File: config.mk
export PLATFORM = sky130hd
export DESIGN_NAME = skel_pingpong_ram_flat
export DESIGN_NICKNAME = d
export VERILOG_FILES = /design/src/rtl/skel_pingpong_ram_if.sv /design/src/rtl/skel_pingpong_ram.sv /design/src/flat_wrapper.sv
export SDC_FILE = /design/constraint.sdc
export NUM_CORES = 1
export LEC_CHECK = 0
export ABC_AREA = 1
export BUFFER_PORTS_ARGS = -buffer_cell sky130_fd_sc_hd__clkbuf_2
export CAP_MARGIN = 30
export CORE_MARGIN = 3
export CORE_UTILIZATION = 43
export CTS_CLUSTER_SIZE = 30
export DETAILED_ROUTE_END_ITERATION = 16
export PLACE_DENSITY_LB_ADDON = 0.3
export SYNTH_ARGS = -nofsm -noshare
export SYNTH_HDL_FRONTEND = slang
export SYNTH_SLANG_ARGS = --single-unit
File: constraint.sdc
create_clock -name clk -period 8.1 [get_ports clk]
set_input_delay 0.81 -clock clk [delete_from_list [all_inputs] [get_ports clk]]
set_output_delay 0.81 -clock clk [all_outputs]
set_load 0.01 [all_outputs]
File: src/rtl/skel_pingpong_ram_if.sv
// skel_pingpong_ram_if: write, dual-read and bank-control bundle of the ping-pong image store
interface skel_pingpong_ram_if #(parameter int ADDR_W = 6, parameter int PIXEL_W = 8);
    logic               we;
    logic               harris_bit;
    logic [ADDR_W-1:0]  wr_addr;
    logic [PIXEL_W-1:0] wr_data;
    logic [ADDR_W-1:0]  rd_addr_a;
    logic [ADDR_W-1:0]  rd_addr_b;
    logic [PIXEL_W-1:0] rd_data_a;
    logic [PIXEL_W-1:0] rd_data_b;
    logic               swap_req;
    logic               swap_ack;
    logic               clr_req;
    logic               busy;
    logic               wr_drop;
    logic               active_bank;
    modport master (
        output we, harris_bit, wr_addr, wr_data, rd_addr_a, rd_addr_b, swap_req, clr_req,
        input  rd_data_a, rd_data_b, swap_ack, busy, wr_drop, active_bank
    );
    modport slave (
        input  we, harris_bit, wr_addr, wr_data, rd_addr_a, rd_addr_b, swap_req, clr_req,
        output rd_data_a, rd_data_b, swap_ack, busy, wr_drop, active_bank
    );
endinterface

File: src/rtl/skel_pingpong_ram.sv
// skel_pingpong_ram: double-banked NxN pixel store with decimated masked writes, clear sweep and swap
module skel_pingpong_ram #(
    parameter int   N           = 8,
    parameter int   PIXEL_W     = 8,
    parameter int   ADDR_W      = 6,
    parameter int   WR_DIV      = 2,
    parameter logic HARRIS_KEEP = 1'b0
) (
    input logic              clk,
    input logic              rst,
    skel_pingpong_ram_if.slave bus
);
    localparam int DEPTH = N * N;
    localparam int IW    = $clog2(DEPTH);
    localparam int PH_W  = WR_DIV > 1 ? $clog2(WR_DIV) : 1;
    localparam logic [ADDR_W-1:0] LAST = ADDR_W'(DEPTH - 1);
    typedef enum logic {IDLE, CLEAR} state_t;
    state_t             state_q, state_d;
    logic [ADDR_W:0]    sweep_q, sweep_d;
    logic [PH_W-1:0]    phase_q, phase_d;
    logic               active_bank_q, active_bank_d;
    logic               swap_ack_q, swap_ack_d;
    logic               wr_drop_q, wr_drop_d;
    logic [PIXEL_W-1:0] rd_data_a_q, rd_data_a_d;
    logic [PIXEL_W-1:0] rd_data_b_q, rd_data_b_d;
    logic [PIXEL_W-1:0] mem_wdata;
    logic [IW-1:0]      mem_waddr;
    logic               mem_we, wr_ok, swap;
    logic [PIXEL_W-1:0] mem [2][DEPTH];
    always_comb begin
        wr_ok         = bus.we && state_q == IDLE && phase_q == '0 && bus.wr_addr <= LAST;
        swap          = state_q == IDLE && bus.swap_req && !bus.clr_req;
        wr_drop_d     = bus.we && !wr_ok;
        swap_ack_d    = swap;
        active_bank_d = active_bank_q ^ swap;
        phase_d       = swap || phase_q == PH_W'(WR_DIV - 1) ? '0 : phase_q + 1'b1;
        state_d       = state_q;
        sweep_d       = sweep_q + 1'b1;
        if (state_q == IDLE) begin
            state_d = bus.clr_req ? CLEAR : IDLE;
            sweep_d = '0;
        end else if (sweep_q == {1'b0, LAST}) begin
            state_d = IDLE;
        end
        // the sweep owns the write port; user writes are already rejected while clearing
        mem_we      = state_q == CLEAR || wr_ok;
        mem_waddr   = state_q == CLEAR ? sweep_q[IW-1:0] : bus.wr_addr[IW-1:0];
        mem_wdata   = state_q == CLEAR || bus.harris_bit != HARRIS_KEEP ? '0 : bus.wr_data;
        rd_data_a_d = bus.rd_addr_a <= LAST ? mem[active_bank_q][bus.rd_addr_a[IW-1:0]] : '0;
        rd_data_b_d = bus.rd_addr_b <= LAST ? mem[active_bank_q][bus.rd_addr_b[IW-1:0]] : '0;
    end
    always_ff @(posedge clk or posedge rst) begin
        if (rst) begin
            state_q       <= IDLE;
            sweep_q       <= '0;
            phase_q       <= '0;
            active_bank_q <= 1'b0;
            swap_ack_q    <= 1'b0;
            wr_drop_q     <= 1'b0;
            rd_data_a_q   <= '0;
            rd_data_b_q   <= '0;
        end else begin
            state_q       <= state_d;
            sweep_q       <= sweep_d;
            phase_q       <= phase_d;
            active_bank_q <= active_bank_d;
            swap_ack_q    <= swap_ack_d;
            wr_drop_q     <= wr_drop_d;
            rd_data_a_q   <= rd_data_a_d;
            rd_data_b_q   <= rd_data_b_d;
        end
    end
    // write bank is the pre-edge ~active_bank, so a write alongside a swap lands in the new read bank
    always_ff @(posedge clk) begin
        if (mem_we) mem[~active_bank_q][mem_waddr] <= mem_wdata;
    end
    assign bus.rd_data_a   = rd_data_a_q;
    assign bus.rd_data_b   = rd_data_b_q;
    assign bus.swap_ack    = swap_ack_q;
    assign bus.wr_drop     = wr_drop_q;
    assign bus.active_bank = active_bank_q;
    assign bus.busy        = state_q == CLEAR;
endmodule

File: src/flat_wrapper.sv
// flat-port wrapper written by rule: the top's interface ports become plain ports
module skel_pingpong_ram_flat 
#(
    parameter int   N           = 8,
    parameter int   PIXEL_W     = 8,
    parameter int   ADDR_W      = 6,
    parameter int   WR_DIV      = 2,
    parameter logic HARRIS_KEEP = 1'b0
)
  (clk, rst, bus_we, bus_harris_bit, bus_wr_addr, bus_wr_data, bus_rd_addr_a, bus_rd_addr_b, bus_swap_req, bus_clr_req, bus_rd_data_a, bus_rd_data_b, bus_swap_ack, bus_busy, bus_wr_drop, bus_active_bank);
  skel_pingpong_ram_if #(.ADDR_W(ADDR_W), .PIXEL_W(PIXEL_W)) bus_i ();
  input logic clk;
  input logic rst;
  input wire logic [$bits(bus_i.we)-1:0] bus_we;
  input wire logic [$bits(bus_i.harris_bit)-1:0] bus_harris_bit;
  input wire logic [$bits(bus_i.wr_addr)-1:0] bus_wr_addr;
  input wire logic [$bits(bus_i.wr_data)-1:0] bus_wr_data;
  input wire logic [$bits(bus_i.rd_addr_a)-1:0] bus_rd_addr_a;
  input wire logic [$bits(bus_i.rd_addr_b)-1:0] bus_rd_addr_b;
  input wire logic [$bits(bus_i.swap_req)-1:0] bus_swap_req;
  input wire logic [$bits(bus_i.clr_req)-1:0] bus_clr_req;
  output wire logic [$bits(bus_i.rd_data_a)-1:0] bus_rd_data_a;
  output wire logic [$bits(bus_i.rd_data_b)-1:0] bus_rd_data_b;
  output wire logic [$bits(bus_i.swap_ack)-1:0] bus_swap_ack;
  output wire logic [$bits(bus_i.busy)-1:0] bus_busy;
  output wire logic [$bits(bus_i.wr_drop)-1:0] bus_wr_drop;
  output wire logic [$bits(bus_i.active_bank)-1:0] bus_active_bank;
  assign bus_i.we = bus_we;
  assign bus_i.harris_bit = bus_harris_bit;
  assign bus_i.wr_addr = bus_wr_addr;
  assign bus_i.wr_data = bus_wr_data;
  assign bus_i.rd_addr_a = bus_rd_addr_a;
  assign bus_i.rd_addr_b = bus_rd_addr_b;
  assign bus_i.swap_req = bus_swap_req;
  assign bus_i.clr_req = bus_clr_req;
  assign bus_rd_data_a = bus_i.rd_data_a;
  assign bus_rd_data_b = bus_i.rd_data_b;
  assign bus_swap_ack = bus_i.swap_ack;
  assign bus_busy = bus_i.busy;
  assign bus_wr_drop = bus_i.wr_drop;
  assign bus_active_bank = bus_i.active_bank;
  skel_pingpong_ram #(.N(N), .PIXEL_W(PIXEL_W), .ADDR_W(ADDR_W), .WR_DIV(WR_DIV), .HARRIS_KEEP(HARRIS_KEEP)) u_core (.clk(clk), .rst(rst), .bus(bus_i));
endmodule
==> reports/qor.csv <==
metric,value,unit
Worst Hold Margin,236,ps
register cell area after layout,0.0315,mm2
Worst-Margin Slew,1120,ps
number of antenna violations at the first check in global routing,7,
Yosys reg bits,1052,
First DRT Iteration DRCs,5952,
Lkg Pwr,19.6,nW
cell family contributing the most delay on the critical path,simple AND/OR/NAND/NOR gates,
total grt overflow,0,
cell count after placement,6046,
ordered cell list for the critical path,"inv_2, a21oi_1, inv_1, nor2_1, nand3_1, nor3_1, buf_4",
master cell of the clock root buffer,sky130_fd_sc_hd__clkbuf_16,
outcome,"finished, final reports clean",
worst-case clock skew,30.1,ps
number of non-filler instances in the completed layout,6254,
routability congestion estimate,0.910,
Detailed Route WL,159,mm
pins over their slew limit,0,
initial cell density of the core,43.5,%
core area,0.111,mm2
"logic depth of the worst path, buffers included",7,
Buffers on Ports,51,
post-route DRC violation count,0,
global-route total usage across every layer,26.6,%
total count of hold-check failures in the final report,0,
clock transition at the registers of the reported paths,60,ps
post-DR wirelength/cell,25.4,um
worst r2r src,u_core.bus.busy,
largest fanout of any net on the critical path,19,
element type at the critical path end,flop,
DP Area,0.0500,mm2
I/O pin total,52,
arrival time of the worst setup path,4180,ps
area share of the largest cell type after synthesis,63.5,%
master of the slowest instance on the critical path,sky130_fd_sc_hd__nor3_1,
CTS tree,done,
count of buffer and inverter cells on the critical path,3,
CTS sink cnt,1052,
height of the chip,342,um
Detail Placement HPWL,91.6,mm
unrepaired setup endpoints after global routing,no,
via count,38800,
via density per instance,6.21,
final worst path period need,3790,ps
Power Density,288,mW/mm2
iteration count of the initial detailed-routing pass,7,
"Setup violations, final",0,
reg-to-reg setup timing slack,4310,ps
Total Die Area,0.117,mm2
number of nets in the synthesized netlist,4788,
final total power,15.5,mW
quantity of hold-fixing buffers added after cts,0,
reg2reg path depth,7,
top cells by area in the synthesized netlist,"sky130_fd_sc_hd__edfxtp_1, sky130_fd_sc_hd__nand3_1, sky130_fd_sc_hd__nand2_1, sky130_fd_sc_hd__buf_2, sky130_fd_sc_hd__dfrtp_1",
summed instance area of the synthesized netlist,0.0484,mm2
endpoint of the worst register-to-register path,u_core.mem[1][440],
number of nets at the end of the flow,4708,
VDD IR max,331,uV
relative slew slack,25.2,%
required arrival time at the worst endpoint,8490,ps
total negative slack,0,ps
maximum number of pins on one net before global-route repair,196,
number of distinct library cells after synthesis,30,
number of buffers between clock root and the deepest sink,3,
startpoint type of the worst setup path,flop,
share of synthesized area occupied by flip-flops and latches,65.0,%
Peak Freq,264,MHz
Post-CTS Repair Setup Buffers,0,
"Non-Filler Cell Area, Final",0.0536,mm2
reported max-cap violation count,0,
number of instances in the synthesized netlist,4755,
later-pin clock latency in the skew report,690,ps
area overhead of the layout relative to synthesis,10.7,%
start-to-end type of the worst setup path,reg -> reg,
global-route wire length before repair,233,mm
floorplan row count,122,
CTS Buf Count,108,
overall die width,342,um
class of the tightest hold or removal check,in -> async,
synthesized area per cell,10.2,um2
Synth warnings,0,
via count of the first global-routing pass,35900,
area taken by multi-input logic gates,0.0153,mm2
quantity of gates resized following cts,0,
final worst path period share,46.8,%
max incr delay on CP,1000,ps
fraction of final layout cells sized beyond drive strength 1,8.08,%
Synth area leader,sky130_fd_sc_hd__edfxtp_1,
# H-tree levels,3,
number of nets still failing antenna checks after routing,0,
number of fillers in the final layout,9972,
==> power breakdown <==
part | internal, mW | total, mW | switching, mW
Clock | 2.84 | 4.92 | 2.09
Combinational | 0.993 | 4.16 | 3.16
Sequential | 6.24 | 6.37 | 0.127
==> per-layer routing <==
layer / vias up / track usage (%) / wire length [um]
met1: 18600 / 38.1 / 62400
met2: 2734 / 40.0 / 70300
met5: - / 0 / 37
met3: 419 / 4.77 / 19800
met4: 6 / 11.0 / 6630
li1: 17100 / - / -
==> final cells by class <==
class                           count  share of cell area (%)
Clock inverter                     45                   0.842
Clock buffer                      155                    5.62
Tap cell                         1488                    3.47
Inverter                           61                   0.478
Antenna cell                        1                 0.00467
Multi-Input combinational cell   3289                    28.6
Sequential cell                  1052                    58.7
Timing Repair Buffer              163                    2.36
==> registers in the layout (all words and copies together) (netlist names) <==
signal,count
u_core.bus.rd_data_b,8
u_core.bus.rd_data_a,8
u_core.bus.swap_ack,1
u_core.sweep_q,7
u_core.bus.active_bank,1
u_core.bus.wr_drop,1
u_core.mem,1024
u_core.phase_q,1
u_core.bus.busy,1
==> cells by family (layout without fill, tap and decap cells) <==
family | count (synthesis) | in the layout | share of synthesized area, %
simple gates | 3260 | 3260 | 31.0
flops | 1052 | 1052 | 65.0
other cells | 0 | 1 | 0
buf+inv | 414 | 424 | 3.66
compound gates | 27 | 27 | 0.390
xor+xnor | 1 | 1 | 0.0181
fa+ha+maj | 1 | 1 | 0.0258
==> placed cells by master (no fill, tap or decap), drive strengths merged <==
cell type | Yosys | routed
clkinv | 0 | 33
or2 | 3 | 3
o31ai | 1 | 1
edfxtp | 1024 | 1024
nor3 | 71 | 71
bufinv | 0 | 8
o21ai | 6 | 6
xor2 | 1 | 1
buf | 211 | 114
nand2 | 1079 | 1079
o211ai | 10 | 10
o21a | 1 | 1
clkbuf | 142 | 204
nor2 | 94 | 94
diode | 0 | 1
nand3 | 2013 | 2013
ha | 1 | 1
a21oi | 8 | 8
clkinvlp | 0 | 1
a31oi | 1 | 1
dfrtp | 28 | 28
inv | 61 | 64
==> synth_stat cells <==
master / count
sky130_fd_sc_hd__a21oi_1: 6
sky130_fd_sc_hd__a21oi_2: 2
sky130_fd_sc_hd__a31oi_1: 1
sky130_fd_sc_hd__buf_1: 64
sky130_fd_sc_hd__buf_2: 140
sky130_fd_sc_hd__buf_4: 3
sky130_fd_sc_hd__buf_6: 4
sky130_fd_sc_hd__clkbuf_1: 142
sky130_fd_sc_hd__dfrtp_1: 28
sky130_fd_sc_hd__edfxtp_1: 1024
sky130_fd_sc_hd__ha_1: 1
sky130_fd_sc_hd__inv_1: 45
sky130_fd_sc_hd__inv_2: 16
sky130_fd_sc_hd__nand2_1: 1076
sky130_fd_sc_hd__nand2_2: 3
sky130_fd_sc_hd__nand3_1: 2012
sky130_fd_sc_hd__nand3_2: 1
sky130_fd_sc_hd__nor2_1: 82
sky130_fd_sc_hd__nor2_2: 6
sky130_fd_sc_hd__nor2_4: 6
sky130_fd_sc_hd__nor3_1: 58
sky130_fd_sc_hd__nor3_2: 13
sky130_fd_sc_hd__o211ai_1: 10
sky130_fd_sc_hd__o21a_1: 1
sky130_fd_sc_hd__o21ai_0: 2
sky130_fd_sc_hd__o21ai_2: 4
sky130_fd_sc_hd__o31ai_1: 1
sky130_fd_sc_hd__or2_1: 2
sky130_fd_sc_hd__or2_2: 1
sky130_fd_sc_hd__xor2_1: 1
==> tightest hold or removal path, stage by stage <==
cell and delay (ps):
sky130_fd_sc_hd__clkbuf_2 80, sky130_fd_sc_hd__inv_1 40, sky130_fd_sc_hd__buf_4 440
==> stage by stage <==
stage | worst slack [ps] | util, %
2_1_floorplan | 3070 | -
6_report | 4310 | 48.2
3_5_place_dp | 3950 | 45.0
4_1_cts | 4360 | 48.1
3_3_place_gp | 3930 | 44.9
5_1_grt | 4050 | 48.2
==> worst max-delay path by stage <==
| stage | end | startpoint | slack [ps] |
|---|---|---|---|
| 6_report | u_core.mem[1][440] | u_core.bus.busy | 4310 |
| 3_5_place_dp | u_core.bus.rd_data_a[0] | bus_rd_addr_a[0] | 3950 |
| 4_1_cts | u_core.mem[1][8] | u_core.bus.busy | 4360 |
| 2_1_floorplan | u_core.mem[0][0] | bus_harris_bit | 3070 |
| 5_1_grt | u_core.mem[1][440] | u_core.bus.busy | 4050 |
| 3_3_place_gp | u_core.bus.rd_data_b[2] | bus_rd_addr_b[0] | 3930 |
(Power assumes the default switching activity.)
